==> src/rtl/gem_trig_link_pkg.sv <==
// Shared constants for the GEM trigger-link framer: K-codes, idle word, lane geometry.
// Used by gem_trig_link_framer and gem_trig_link_lane.
package gem_trig_link_pkg;

    localparam logic [7:0] K_BC     = 8'hBC;
    localparam logic [7:0] K_F7     = 8'hF7;
    localparam logic [7:0] K_FB     = 8'hFB;
    localparam logic [7:0] K_FD     = 8'hFD;
    localparam logic [7:0] K_BC0    = 8'h1C;
    localparam logic [7:0] K_RESYNC = 8'h3C;
    localparam logic [7:0] K_OVF    = 8'hFC;

    localparam logic [15:0] IDLE_WORD = 16'hFFBC;
    localparam logic [1:0]  IDLE_ISK  = 2'b01;

    localparam int unsigned N_LANES = 4;
    localparam int unsigned LANE_W  = 56;

    typedef enum logic [1:0] {
        FRM_SEP = 2'd0,
        FRM_W1  = 2'd1,
        FRM_W2  = 2'd2,
        FRM_W3  = 2'd3
    } frame_e;

    // BX-sequence K-code rotation BC, F7, FB, FD
    function automatic logic [7:0] seq_code(input logic [1:0] sel);
        logic [7:0] code;
        case (sel)
            2'd0:    code = K_BC;
            2'd1:    code = K_F7;
            2'd2:    code = K_FB;
            2'd3:    code = K_FD;
            default: code = K_BC;
        endcase
        return code;
    endfunction

endpackage

==> src/rtl/gem_trig_link_lane.sv <==
// One trigger-link lane: picks the 16-bit slice of its 56-bit payload for the
// current frame word and registers tx_data/tx_isk.
module gem_trig_link_lane
    import gem_trig_link_pkg::*;
(
    input  logic              usrclk_160,
    input  logic              i_idle,
    input  frame_e            i_frame,
    input  logic [LANE_W-1:0] i_data,
    input  logic [7:0]        i_sep,
    output logic [15:0]       o_tx_data,
    output logic [1:0]        o_tx_isk
);

    logic [15:0] r_tx_data;
    logic [1:0]  r_tx_isk;

    // Output word register; idle overrides the frame schedule
    always_ff @(posedge usrclk_160) begin
        if (i_idle) begin
            r_tx_data <= IDLE_WORD;
            r_tx_isk  <= IDLE_ISK;
        end else begin
            case (i_frame)
                FRM_SEP: begin
                    r_tx_data <= {i_data[7:0], i_sep};
                    r_tx_isk  <= 2'b01;
                end
                FRM_W1: begin
                    r_tx_data <= i_data[23:8];
                    r_tx_isk  <= 2'b00;
                end
                FRM_W2: begin
                    r_tx_data <= i_data[39:24];
                    r_tx_isk  <= 2'b00;
                end
                FRM_W3: begin
                    r_tx_data <= i_data[55:40];
                    r_tx_isk  <= 2'b00;
                end
                default: begin
                    r_tx_data <= IDLE_WORD;
                    r_tx_isk  <= IDLE_ISK;
                end
            endcase
        end
    end

    assign o_tx_data = r_tx_data;
    assign o_tx_isk  = r_tx_isk;

endmodule

==> src/rtl/gem_trig_link_framer.sv <==
// GEM OptoHybrid trigger-link framer: four-word BX frames over four 8b/10b lanes.
// Optional macro FRAME_CTRL_TTC_EN: separator sequence code follows bxn_lsbs.
module gem_trig_link_framer
    import gem_trig_link_pkg::*;
(
    input  logic         usrclk_160,
    input  logic         reset,
    input  logic         ready,
    input  logic [111:0] gem_data,
    input  logic         overflow,
    input  logic [1:0]   bxn_lsbs,
    input  logic         bc0,
    input  logic         resync,
    output logic [15:0]  tx_data0,
    output logic [15:0]  tx_data1,
    output logic [15:0]  tx_data2,
    output logic [15:0]  tx_data3,
    output logic [1:0]   tx_isk0,
    output logic [1:0]   tx_isk1,
    output logic [1:0]   tx_isk2,
    output logic [1:0]   tx_isk3
);

    logic [1:0]  r_tx_frame;
    logic [3:0]  r_sep_cnt;
    logic        w_idle;
    logic [1:0]  w_sel;
    logic [7:0]  w_sep;
    logic [15:0] w_tx_data [N_LANES];
    logic [1:0]  w_tx_isk  [N_LANES];

    assign w_idle = reset | ~ready;

`ifdef FRAME_CTRL_TTC_EN
    assign w_sel = bxn_lsbs;
`else
    // Local rotation advances once per frame; the TTC counter is ignored
    logic w_unused_bxn;
    assign w_unused_bxn = ^bxn_lsbs;
    assign w_sel        = r_sep_cnt[3:2];
`endif

    // Frame-word and separator counters, both restart from zero after idle
    always_ff @(posedge usrclk_160) begin
        if (w_idle) begin
            r_tx_frame <= 2'd0;
            r_sep_cnt  <= 4'd0;
        end else begin
            r_tx_frame <= r_tx_frame + 2'd1;
            r_sep_cnt  <= r_sep_cnt + 4'd1;
        end
    end

    // Separator priority: BC0, then resync, then overflow, then sequence code
    always_comb begin
        w_sep = seq_code(w_sel);
        if (bc0) begin
            w_sep = K_BC0;
        end else if (resync) begin
            w_sep = K_RESYNC;
        end else if (overflow) begin
            w_sep = K_OVF;
        end else begin
            w_sep = seq_code(w_sel);
        end
    end

    // Lanes 2/3 carry duplicates of lanes 0/1
    for (genvar l = 0; l < N_LANES; l++) begin : g_lane
        gem_trig_link_lane u_lane (
            .usrclk_160 (usrclk_160),
            .i_idle     (w_idle),
            .i_frame    (frame_e'(r_tx_frame)),
            .i_data     (gem_data[(l % 2) * LANE_W +: LANE_W]),
            .i_sep      (w_sep),
            .o_tx_data  (w_tx_data[l]),
            .o_tx_isk   (w_tx_isk[l])
        );
    end

    assign tx_data0 = w_tx_data[0];
    assign tx_data1 = w_tx_data[1];
    assign tx_data2 = w_tx_data[2];
    assign tx_data3 = w_tx_data[3];
    assign tx_isk0  = w_tx_isk[0];
    assign tx_isk1  = w_tx_isk[1];
    assign tx_isk2  = w_tx_isk[2];
    assign tx_isk3  = w_tx_isk[3];

endmodule

==> config.mk <==
export PLATFORM = sky130hd
export DESIGN_NAME = gem_trig_link_framer
export DESIGN_NICKNAME = d
export VERILOG_FILES = /design/src/rtl/gem_trig_link_pkg.sv /design/src/rtl/gem_trig_link_lane.sv /design/src/rtl/gem_trig_link_framer.sv
export SDC_FILE = /design/constraint.sdc
export NUM_CORES = 1
export LEC_CHECK = 0
export BUFFER_PORTS_ARGS = -buffer_cell sky130_fd_sc_hd__buf_2
export CORE_MARGIN = 5
export CORE_UTILIZATION = 41
export DETAILED_ROUTE_END_ITERATION = 16
export GPL_ROUTABILITY_DRIVEN = 1
export PLACE_DENSITY = 0.88
export SLEW_MARGIN = 15
export SYNTH_ARGS = -nofsm -noshare
export SYNTH_HDL_FRONTEND = slang
export SYNTH_SLANG_ARGS = --single-unit
==> constraint.sdc <==
create_clock -name usrclk_160 -period 3.19 [get_ports usrclk_160]
set_input_delay 0.1595 -clock usrclk_160 [delete_from_list [all_inputs] [get_ports usrclk_160]]
set_output_delay 0.1595 -clock usrclk_160 [all_outputs]
set_load 0.02 [all_outputs]
==> impl_metrics.yaml <==
power:
  pwr-share-comb_pct: 21.1
  p_switching_mw: 0.3191
  pwr_density_cell_nw_per_um2: 427.3
  clock_power_share_pct: 37.7
  power_mw: 1.259
  power.internal_mw: 0.9398
  peakVddDrop_v: 0.0002466
  power_frac_seq_pct: 41.1
  switching_share_pct: 25.35
  leakage_nw: 1.368
worst_setup_path:
  crit_arrival_ns: 1.90
  critical_path_class: "reg -> reg"
  crit_fanout: 32
  crit_chain: "inv_1, ha_1, buf_4, nor2b_1, o21ai_0"
  max_stage_delay_ns: 0.53
  critPathLaunchType: "register"
  crit_required_ns: 3.31
  cp-end-kind: "register"
  crit_slowest_cell: "ha_1"
timing:
  min_period_ns: 1.782
  hold_viol: 0
  period_share_pct: 55.85
  final-setup-viol-count: 0
  worstMarginPinSlew_ns: 0.7895
  fmax_mhz: 561.3
  tns_ns: 0
  drv_slew: 0
  hold_slack_ns: 0.09018
  rsz0062_at_grt: "false"
  fin_skew_ns: 0.007532
  relSlewSlack_pct: 47.37
placement:
  io_buffers: 185
  gp_congestion: 0.8622
  hpwl_mm: 5.487
  post_dp_cell_area_sq_um: 2806
grt:
  grt_pass1_vias: 2241
  grt_overflow_total: 0
  grt_usage_pct: 19.33
  antenna_found_initial: 0
  grt_max_degree: 33
  grt_first_pass_wirelength_mm: 11.05
logic_synthesis:
  yosys_register_bits: 39
  ys_types: 29
  synth_edf_count: 0
  synth_seq_area_share_pct: 35.78
  synth_ff_type: "dfxtp_1"
  syn_area_sq_um: 2182
  avgSynthCellArea_sq_um: 9.286
  yosysWarnings: 0
  syn_inst: 235
  async_flop_share_pct: 0
floorplanning:
  start_util_pct: 42.45
  die_x_um: 82.96
  chipHeight_um: 82.96
  rows: 26
  ios: 192
  core-area_sq_um: 5140
  dieArea_sq_um: 6882
clock_tree:
  clk-insertion-delay-late_ns: 0.28
  clk_pin_slew_worst_paths_ns: 0.08
  clock_path_buffers: 2
  cts_num_sinks: 39
  cts_max_level: 2
  cts_resized: 0
  cts_tree: "yes"
  cts-root-buf: "clkbuf_8"
  numCtsBuffers: 5
  cts_setup_buffers: 0
  holdBufCountCts: 0
route:
  routed_wl_mm: 7.102
  ant_nets: 0
  firstDrtPassIters: 6
  drt-vias-per-instance: 5.101
  vias: 2280
  remaining_drc_errors: 0
  drt-initial-drc-count: 203
  wl_per_cell_um: 15.89
hold_path:
  hold_class: "in -> reg"
final_layout:
  regArea_sq_um: 780.7
  drive_above_1_share_pct: 53.32
  n_antenna_cell: 0
  syn2layout_area_growth_pct: 35.03
  nFillCells: 470
  fin_area_sq_um: 2947
  num-nets-final: 504
  multi_input_area_sq_um: 982.2
status:
  status: "finished, final reports clean"
job:
  cap_violations: 0
stage by stage:
stage	utilization [%]	std cells	setup slack (ns)
2_1_floorplan	-	238	1.783
3_3_place_gp	54.60	439	1.174
3_5_place_dp	54.60	439	1.054
4_1_cts	57.18	447	1.026
5_1_grt	57.33	447	1.183
6_report	57.33	447	1.408
per-layer routing:
layer	wire, um	vias up	part of all wire [%]	global-route usage, %
li1	-	1102	-	-
met1	2710	1032	38	22.24
met2	3672	132	52	34.84
met3	576	14	8.1	4.455
met4	142	0	2.0	6.686
met5	0	-	0	0
final cells by class:
cell class                      instances  area share (%)
Timing Repair Buffer                  186           31.68
Tap cell                               70           2.972
Multi-Input combinational cell        136           33.33
Inverter                                8           1.019
Clock inverter                          2           2.038
Clock buffer                            6           2.463
Sequential cell                        39           26.50
path summary, 6_finish.rpt:
| kind | to | from | cells past startpoint | slack, ns |
|---|---|---|---|---|
| hold / removal | g_lane[2].u_lane.o_tx_data[4]$_SDFF_PP1_ | gem_data[28] | 3 | 0.09 |
| setup reg to reg | g_lane[3].u_lane.o_tx_data[10]$_SDFF_PP1_ | r_tx_frame[0]$_SDFF_PP0_ | 5 | 1.41 |
| setup / recovery | g_lane[3].u_lane.o_tx_data[10]$_SDFF_PP1_ | r_tx_frame[0]$_SDFF_PP0_ | 5 | 1.41 |
| hold reg to reg | r_sep_cnt[0]$_SDFF_PP0_ | r_sep_cnt[0]$_SDFF_PP0_ | 1 | 0.45 |
synthesized netlist by cell type, drive strengths merged, types with 4 or more instances:
| cell | number | area [sq um] |
|---|---|---|
| a21oi | 4 | 20.02 |
| a222oi | 28 | 280.3 |
| a22o | 4 | 35.03 |
| a22oi | 4 | 30.03 |
| buf | 51 | 392.9 |
| clkbuf | 4 | 15.01 |
| dfxtp | 39 | 780.8 |
| ha | 8 | 100.1 |
| inv | 8 | 30.03 |
| nand2 | 6 | 22.52 |
| nor2 | 6 | 25.03 |
| nor2b | 32 | 200.2 |
| o21ai | 26 | 130.1 |
logic make-up after synthesis:
kind of cell / Yosys count / synth area share, %
flops: 39 / 35.78
other cells: 1 / 0.1719
simple gates: 53 / 13.99
buf+inv: 63 / 20.07
xor+xnor: 2 / 0.8029
compound gates: 69 / 24.60
fa+ha+maj: 8 / 4.587
worst max-delay path: cells and delay by family (launching register included):
family / cells / cell delay, ns
fa+ha+maj: 1 / 0.53
buf+inv: 2 / 0.47
flops: 1 / 0.34
simple gates: 1 / 0.17
compound gates: 1 / 0.09
power by group through the flow:
stage               Combinational (mW)  Sequential [mW]  Clock (mW)
floorplan                        0.151            0.552           0
global placement                 0.259            0.528           0
detailed placement               0.265            0.529           0
CTS                              0.266            0.518       0.488
global route                     0.288            0.521       0.512
finish                           0.266            0.518       0.475
cells in the final DEF, fill, tap and decap left out, types with 2 or more instances in the layout:
cell	n
a21oi_1	4
a222oi_1	28
a22o_1	4
a22oi_1	4
and2_1	2
buf_2	185
bufinv_16	2
clkbuf_8	5
conb_1	4
dfxtp_1	39
ha_1	5
ha_2	3
inv_1	7
nand2_1	6
nand4_1	2
nor2_1	5
nor2b_1	32
o21ai_0	6
o21ai_1	20
o41ai_2	2
xnor2_1	2
sequential cells by signal, indices dropped and copies added, names as in the netlist:
register                 cells
g_lane.u_lane.o_tx_data     32
r_sep_cnt                    4
r_tx_frame                   2
g_lane.u_lane.o_tx_isk       1
No activity file was read; power rests on OpenSTA's default activity.
